<file path="config.mk">
export PLATFORM = sky130hd
export DESIGN_NAME = stack_arb
export DESIGN_NICKNAME = d
export VERILOG_FILES = /design/src/rtl/stack_arb.sv
export SDC_FILE = /design/constraint.sdc
export NUM_CORES = 1
export LEC_CHECK = 0
export CORE_MARGIN = 4
export CORE_UTILIZATION = 42
export DETAILED_ROUTE_END_ITERATION = 8
export PLACE_DENSITY = 0.91
export SKIP_CTS_REPAIR_TIMING = 1
export SLEW_MARGIN = 20
export SYNTH_ARGS = -nofsm -noshare
export SYNTH_HDL_FRONTEND = slang
export SYNTH_SLANG_ARGS = --single-unit
</file>
<file path="constraint.sdc">
create_clock -name clk -period 2.1 [get_ports clk]
set_clock_uncertainty 0.1 [all_clocks]
set_input_delay 0.42 -clock clk [delete_from_list [all_inputs] [get_ports clk]]
set_output_delay 0.42 -clock clk [all_outputs]
set_load 0.1 [all_outputs]
</file>
<file path="src/rtl/stack_arb.sv">
// -----------------------------------------------------------------------------
// stack_arb
//
// Two-requester round-robin arbiter in front of an external stack controller.
// Each granted command is executed as a short sequence:
//   IDLE    -> pick a winner, latch its operation and push data
//   ISSUE   -> fire exactly one push or pop strobe, or reject the command
//   CAPTURE -> (pops only) register the stack output into the winner's rdata
//   RESP    -> one-cycle ack (plus err when rejected), rotate priority
//
// Occupancy is tracked locally so overflow/underflow can be rejected
// without ever strobing the stack.
//
// Ports
//   clk, reset            : single clock, synchronous active-high reset
//   a_req/a_push/a_wdata  : requester A command (held until a_ack)
//   a_ack/a_err/a_rdata   : requester A completion, reject flag, pop data
//   b_*                   : same set for requester B
//   stk_push_en/pop_en    : one-cycle strobes to the stack controller
//   stk_push_data         : data accompanying stk_push_en
//   stk_pop_data          : stack output, valid the cycle after stk_pop_en
//   stk_full              : full flag from the stack controller
//   count / empty         : current occupancy and its zero flag
// -----------------------------------------------------------------------------
module stack_arb #(
  parameter int DEPTH = 8,
  parameter int DW    = 12
) (
  input  logic          clk,
  input  logic          reset,

  input  logic          a_req,
  input  logic          a_push,
  input  logic [DW-1:0] a_wdata,
  output logic          a_ack,
  output logic          a_err,
  output logic [DW-1:0] a_rdata,

  input  logic          b_req,
  input  logic          b_push,
  input  logic [DW-1:0] b_wdata,
  output logic          b_ack,
  output logic          b_err,
  output logic [DW-1:0] b_rdata,

  output logic          stk_push_en,
  output logic          stk_pop_en,
  output logic [DW-1:0] stk_push_data,
  input  logic [DW-1:0] stk_pop_data,
  input  logic          stk_full,

  output logic [3:0]    count,
  output logic          empty
);

  localparam logic [3:0] DEPTH_C = 4'(DEPTH);

  typedef enum logic [1:0] {
    IDLE    = 2'd0,
    ISSUE   = 2'd1,
    CAPTURE = 2'd2,
    RESP    = 2'd3
  } state_t;

  state_t        state_q,   state_d;
  logic          gnt_b_q,   gnt_b_d;    // 1 = current command belongs to B
  logic          prio_b_q,  prio_b_d;   // 1 = B wins the next contention
  logic          op_push_q, op_push_d;  // latched operation of the grantee
  logic [DW-1:0] data_q,    data_d;     // latched push data of the grantee
  logic          err_q,     err_d;      // current command was rejected
  logic [3:0]    count_q,   count_d;

  logic          pick_b;
  logic          push_ok;
  logic          pop_ok;

  logic [DW-1:0] rdata_q [2];
  logic [1:0]    ack_vec;

  // B only wins when A is silent or when it is B's turn on contention.
  assign pick_b  = b_req && (!a_req || prio_b_q);

  // The local count and the controller's full flag must both allow a push;
  // either one alone is enough to reject.
  assign push_ok = (count_q < DEPTH_C) && !stk_full;
  assign pop_ok  = (count_q != 4'd0);

  // ---------------------------------------------------------------------------
  // Next-state and strobe decode
  // ---------------------------------------------------------------------------
  always_comb begin
    state_d     = state_q;
    gnt_b_d     = gnt_b_q;
    prio_b_d    = prio_b_q;
    op_push_d   = op_push_q;
    data_d      = data_q;
    err_d       = err_q;
    count_d     = count_q;
    stk_push_en = 1'b0;
    stk_pop_en  = 1'b0;

    case (state_q)
      IDLE: begin
        if (a_req || b_req) begin
          gnt_b_d   = pick_b;
          op_push_d = pick_b ? b_push  : a_push;
          data_d    = pick_b ? b_wdata : a_wdata;
          err_d     = 1'b0;
          state_d   = ISSUE;
        end
      end

      ISSUE: begin
        if (op_push_q) begin
          if (push_ok) begin
            stk_push_en = 1'b1;
            count_d     = count_q + 4'd1;
          end else begin
            err_d = 1'b1;
          end
          state_d = RESP;
        end else begin
          if (pop_ok) begin
            stk_pop_en = 1'b1;
            count_d    = count_q - 4'd1;
            state_d    = CAPTURE;
          end else begin
            err_d   = 1'b1;
            state_d = RESP;
          end
        end
      end

      CAPTURE: begin
        // rdata capture happens in the per-requester registers below.
        state_d = RESP;
      end

      RESP: begin
        // The requester just served yields priority to the other one.
        prio_b_d = !gnt_b_q;
        state_d  = IDLE;
      end

      default: begin
        state_d = IDLE;
      end
    endcase
  end

  // ---------------------------------------------------------------------------
  // State registers
  // ---------------------------------------------------------------------------
  always_ff @(posedge clk) begin
    if (reset) begin
      state_q   <= IDLE;
      gnt_b_q   <= 1'b0;
      prio_b_q  <= 1'b0;
      op_push_q <= 1'b0;
      data_q    <= '0;
      err_q     <= 1'b0;
      count_q   <= 4'd0;
    end else begin
      state_q   <= state_d;
      gnt_b_q   <= gnt_b_d;
      prio_b_q  <= prio_b_d;
      op_push_q <= op_push_d;
      data_q    <= data_d;
      err_q     <= err_d;
      count_q   <= count_d;
    end
  end

  // ---------------------------------------------------------------------------
  // Per-requester read data and acknowledge (index 0 = A, 1 = B)
  // ---------------------------------------------------------------------------
  for (genvar gi = 0; gi < 2; gi++) begin : g_req
    // Only the grantee's rdata is refreshed; the other keeps its last value.
    always_ff @(posedge clk) begin
      if (reset) begin
        rdata_q[gi] <= '0;
      end else if ((state_q == CAPTURE) && (gnt_b_q == 1'(gi))) begin
        rdata_q[gi] <= stk_pop_data;
      end
    end

    assign ack_vec[gi] = (state_q == RESP) && (gnt_b_q == 1'(gi));
  end

  assign a_ack         = ack_vec[0];
  assign a_err         = ack_vec[0] && err_q;
  assign a_rdata       = rdata_q[0];

  assign b_ack         = ack_vec[1];
  assign b_err         = ack_vec[1] && err_q;
  assign b_rdata       = rdata_q[1];

  assign stk_push_data = data_q;
  assign count         = count_q;
  assign empty         = (count_q == 4'd0);

endmodule

</file>
==> results.sh <==
export IMPL_worst_pin_slew_ns=0.564
export IMPL_avgSynthCellArea_um2=11.6
export IMPL_grt_pass1_wl_um=7070
export IMPL_vias=1601
export IMPL_synth_largest_area_cell="edfxtp_1"
export IMPL_ys_warn_count=0
export IMPL_ir_worst_vdd_mv=0.965
export IMPL_synth_cell_types=35
export IMPL_antenna_found_initial=0
export IMPL_synthFlopType="edfxtp_1"
export IMPL_htreeDepth=2
export IMPL_critPathCaptureType="primary output"
export IMPL_synth_area_leaders="edfxtp_1 35%, dfxtp_1 21%, and2_1 7.9%"
export IMPL_cp_start_kind="register"
export IMPL_fin_ws_ns=0.0967
export IMPL_drt_drc_violations_left=0
export IMPL_rows=25
export IMPL_cp_required_ns=1.58
export IMPL_hp_class="register to register"
export IMPL_die_y_um=78.2
export IMPL_power_density_mw_per_mm2=1600
export IMPL_post_route_min_period_ns=2.00
export IMPL_cts_clk_slew_worst_paths_ns=0.08
export IMPL_synth_edf_count=24
export IMPL_cts_tree="done"
export IMPL_fmax_ghz=0.499
export IMPL_power_leakage_nw=1.37
export IMPL_relSlewSlack_pct=62.2
export IMPL_crit_arrival_ns=1.48
export IMPL_port_buffers=89
export IMPL_final_max_slew_viol_count=0
export IMPL_coreArea_mm2=0.00475
export IMPL_drv_cap=0
export IMPL_synth_compound_area_share_pct=10.1
export IMPL_hold_viol=0
export IMPL_dr_pass1_iters=4
export IMPL_grt_usage_pct=14.5
export IMPL_detail_route_antenna_nets=0
export IMPL_synth_top_family_by_area="simple AND/OR/NAND/NOR gates"
export IMPL_area_growth_pct=53.8
export IMPL_cts_sinks=46
export IMPL_initial_utilization_pct=43.6
export IMPL_synth_simple_gate_area_share_pct=17.3
export IMPL_clk_latency_ns=0.29
export IMPL_fin_crit_sh_pct=95.4
export IMPL_crit_family="flip-flops"
export IMPL_grt_pass1_vias=1540
export IMPL_slowest_stage="dfxtp_1"
export IMPL_syn_num_nets=228
export IMPL_ios=90
export IMPL_max_stage_delay_ns=0.35
export IMPL_ys_top_cells_by_count="26 x and2_1, 24 x edfxtp_1, 22 x dfxtp_1"
export IMPL_setup_viol=0
export IMPL_dieArea_mm2=0.00612
export IMPL_synthXorXnorAreaFrac_pct=0.846
export IMPL_hold_ws_ns=0.404
export IMPL_finish_utilization_pct=67.0
export IMPL_overflow=0
export IMPL_seq_area_frac_synth_pct=56.1
export IMPL_syn_inst=178
export IMPL_clockBufferDepth=2
export IMPL_pre_cts_ws_ns=-0.138
export IMPL_cts_buffers=5
export IMPL_ys_ff_latch=46
export IMPL_path_buf_inv=2
export IMPL_grt_start_max_net_pins=28
export IMPL_synth_top_area_share_pct=34.8
export IMPL_postSynth_asyncResetShare_pct=0
export IMPL_final_nets=321
export IMPL_dp_hpwl_um=3460
export IMPL_critPathMaxFanout=5
export IMPL_fp_dieW_um=78.2
export IMPL_detail_route_iter0_violations=46
export IMPL_detail_route_vias_per_cell=4.72
export IMPL_status="completed"
export IMPL_rsz0062_at_grt="false"
export IMPL_gp_congestion=0.805
export IMPL_drive_gt1_share_pct=27.6
export IMPL_synth_mux_area_share_pct=7.79
export IMPL_setup_tns_ns=0
export IMPL_cp_cell_sequence="inv_1 > ha_1 > nand2b_1 > nor2_2 > buf_12"
export IMPL_synthAdderAreaFrac_pct=4.59
export IMPL_antenna_diode_count=0
export IMPL_netlist_area_mm2=0.00207
export IMPL_cts_root_buf="clkbuf_8"
export IMPL_worst_setup_path_type="register to primary output"
export IMPL_wl_per_cell_um=12.8
export IMPL_yosys_cell_count_top_type="and2_1"
export IMPL_wl_um=4340
[cells in the final DEF (no fill, tap or decap), types with 2 or more instances in the layout]
cell	instances
nor2_1	21
and2_1	25
mux2i_1	15
nor2b_1	2
inv_1	5
dfxtp_4	3
a31oi_1	3
xnor2_1	2
buf_4	43
buf_12	9
a21oi_1	3
a211oi_1	15
clkdlybuf4s50_1	42
ha_1	6
nor3b_2	2
o21ai_1	2
inv_2	3
dfxtp_1	18
clkbuf_8	5
edfxtp_1	24
a21o_1	2
[worst reg2reg max path, delay by kind of cell, from the launching register on]
| family | cells | cell delay [ns] |
|---|---|---|
| AOI/OAI and AO/OA | 3 | 0.45 |
| DFF | 1 | 0.43 |
| adders and majority gates | 1 | 0.34 |
| muxes | 1 | 0.33 |
| buffers and inverters | 1 | 0.12 |
[where the power goes]
group | internal [mW] | total, mW | switching, mW
Sequential | 1.20 | 1.38 | 0.180
Clock | 0.357 | 0.653 | 0.297
Combinational | 0.845 | 3.05 | 2.20
[routing by layer]
layer	up-vias	GRT usage [%]	routed length, µm
met3	6	4.01	311
met4	0	5.77	73
met2	56	26.6	2230
met5	-	0	0
li1	812	-	-
met1	727	15.7	1720
[sequential cells by signal, summed over array words and instances (netlist names)]
name	flops
count	4
err_q	1
gnt_b_q	1
op_push_q	1
prio_b_q	1
rdata_q	24
state_q	2
stk_push_data	12
[final cells by class]
cell class | count | area, µm²
fillers | 365 | 1570
multi-input cells | 116 | 861
repair buffers | 94 | 923
clock inverters | 3 | 43.8
inverters | 8 | 30.0
clock buffers | 5 | 68.8
well taps | 67 | 83.8
flip-flops and latches | 46 | 1170
[stage by stage]
| stage | instances | cell area, µm² | total power [mW] |
|---|---|---|---|
| floorplan | 178 | 2090 | 3.46 |
| global placement | 330 | 3050 | 4.40 |
| detailed placement | 330 | 3050 | 4.46 |
| CTS | 338 | 3170 | 5.11 |
| global route | 339 | 3180 | 5.31 |
| finish | 339 | 3180 | 5.08 |
[cells by family after synthesis]
kind of cell / Yosys count
AOI/OAI and AO/OA: 29
xor gates and xnor gates: 2
buffers and inverters: 16
muxes: 16
and+or+nand+nor: 62
DFF: 46
adders and majority gates: 7
[final timing paths]
kind	slack, ns	start	endpoint	depth (start not counted)
setup / recovery	0.1	state_q[1]	stk_pop_en	5
hold / removal	0.40	stk_push_data[5]	stk_push_data[5]	2
setup reg to reg	0.23	op_push_q	count[3]	6
hold reg to reg	0.40	stk_push_data[5]	stk_push_data[5]	2
No activity file was read; power rests on OpenSTA's default activity.
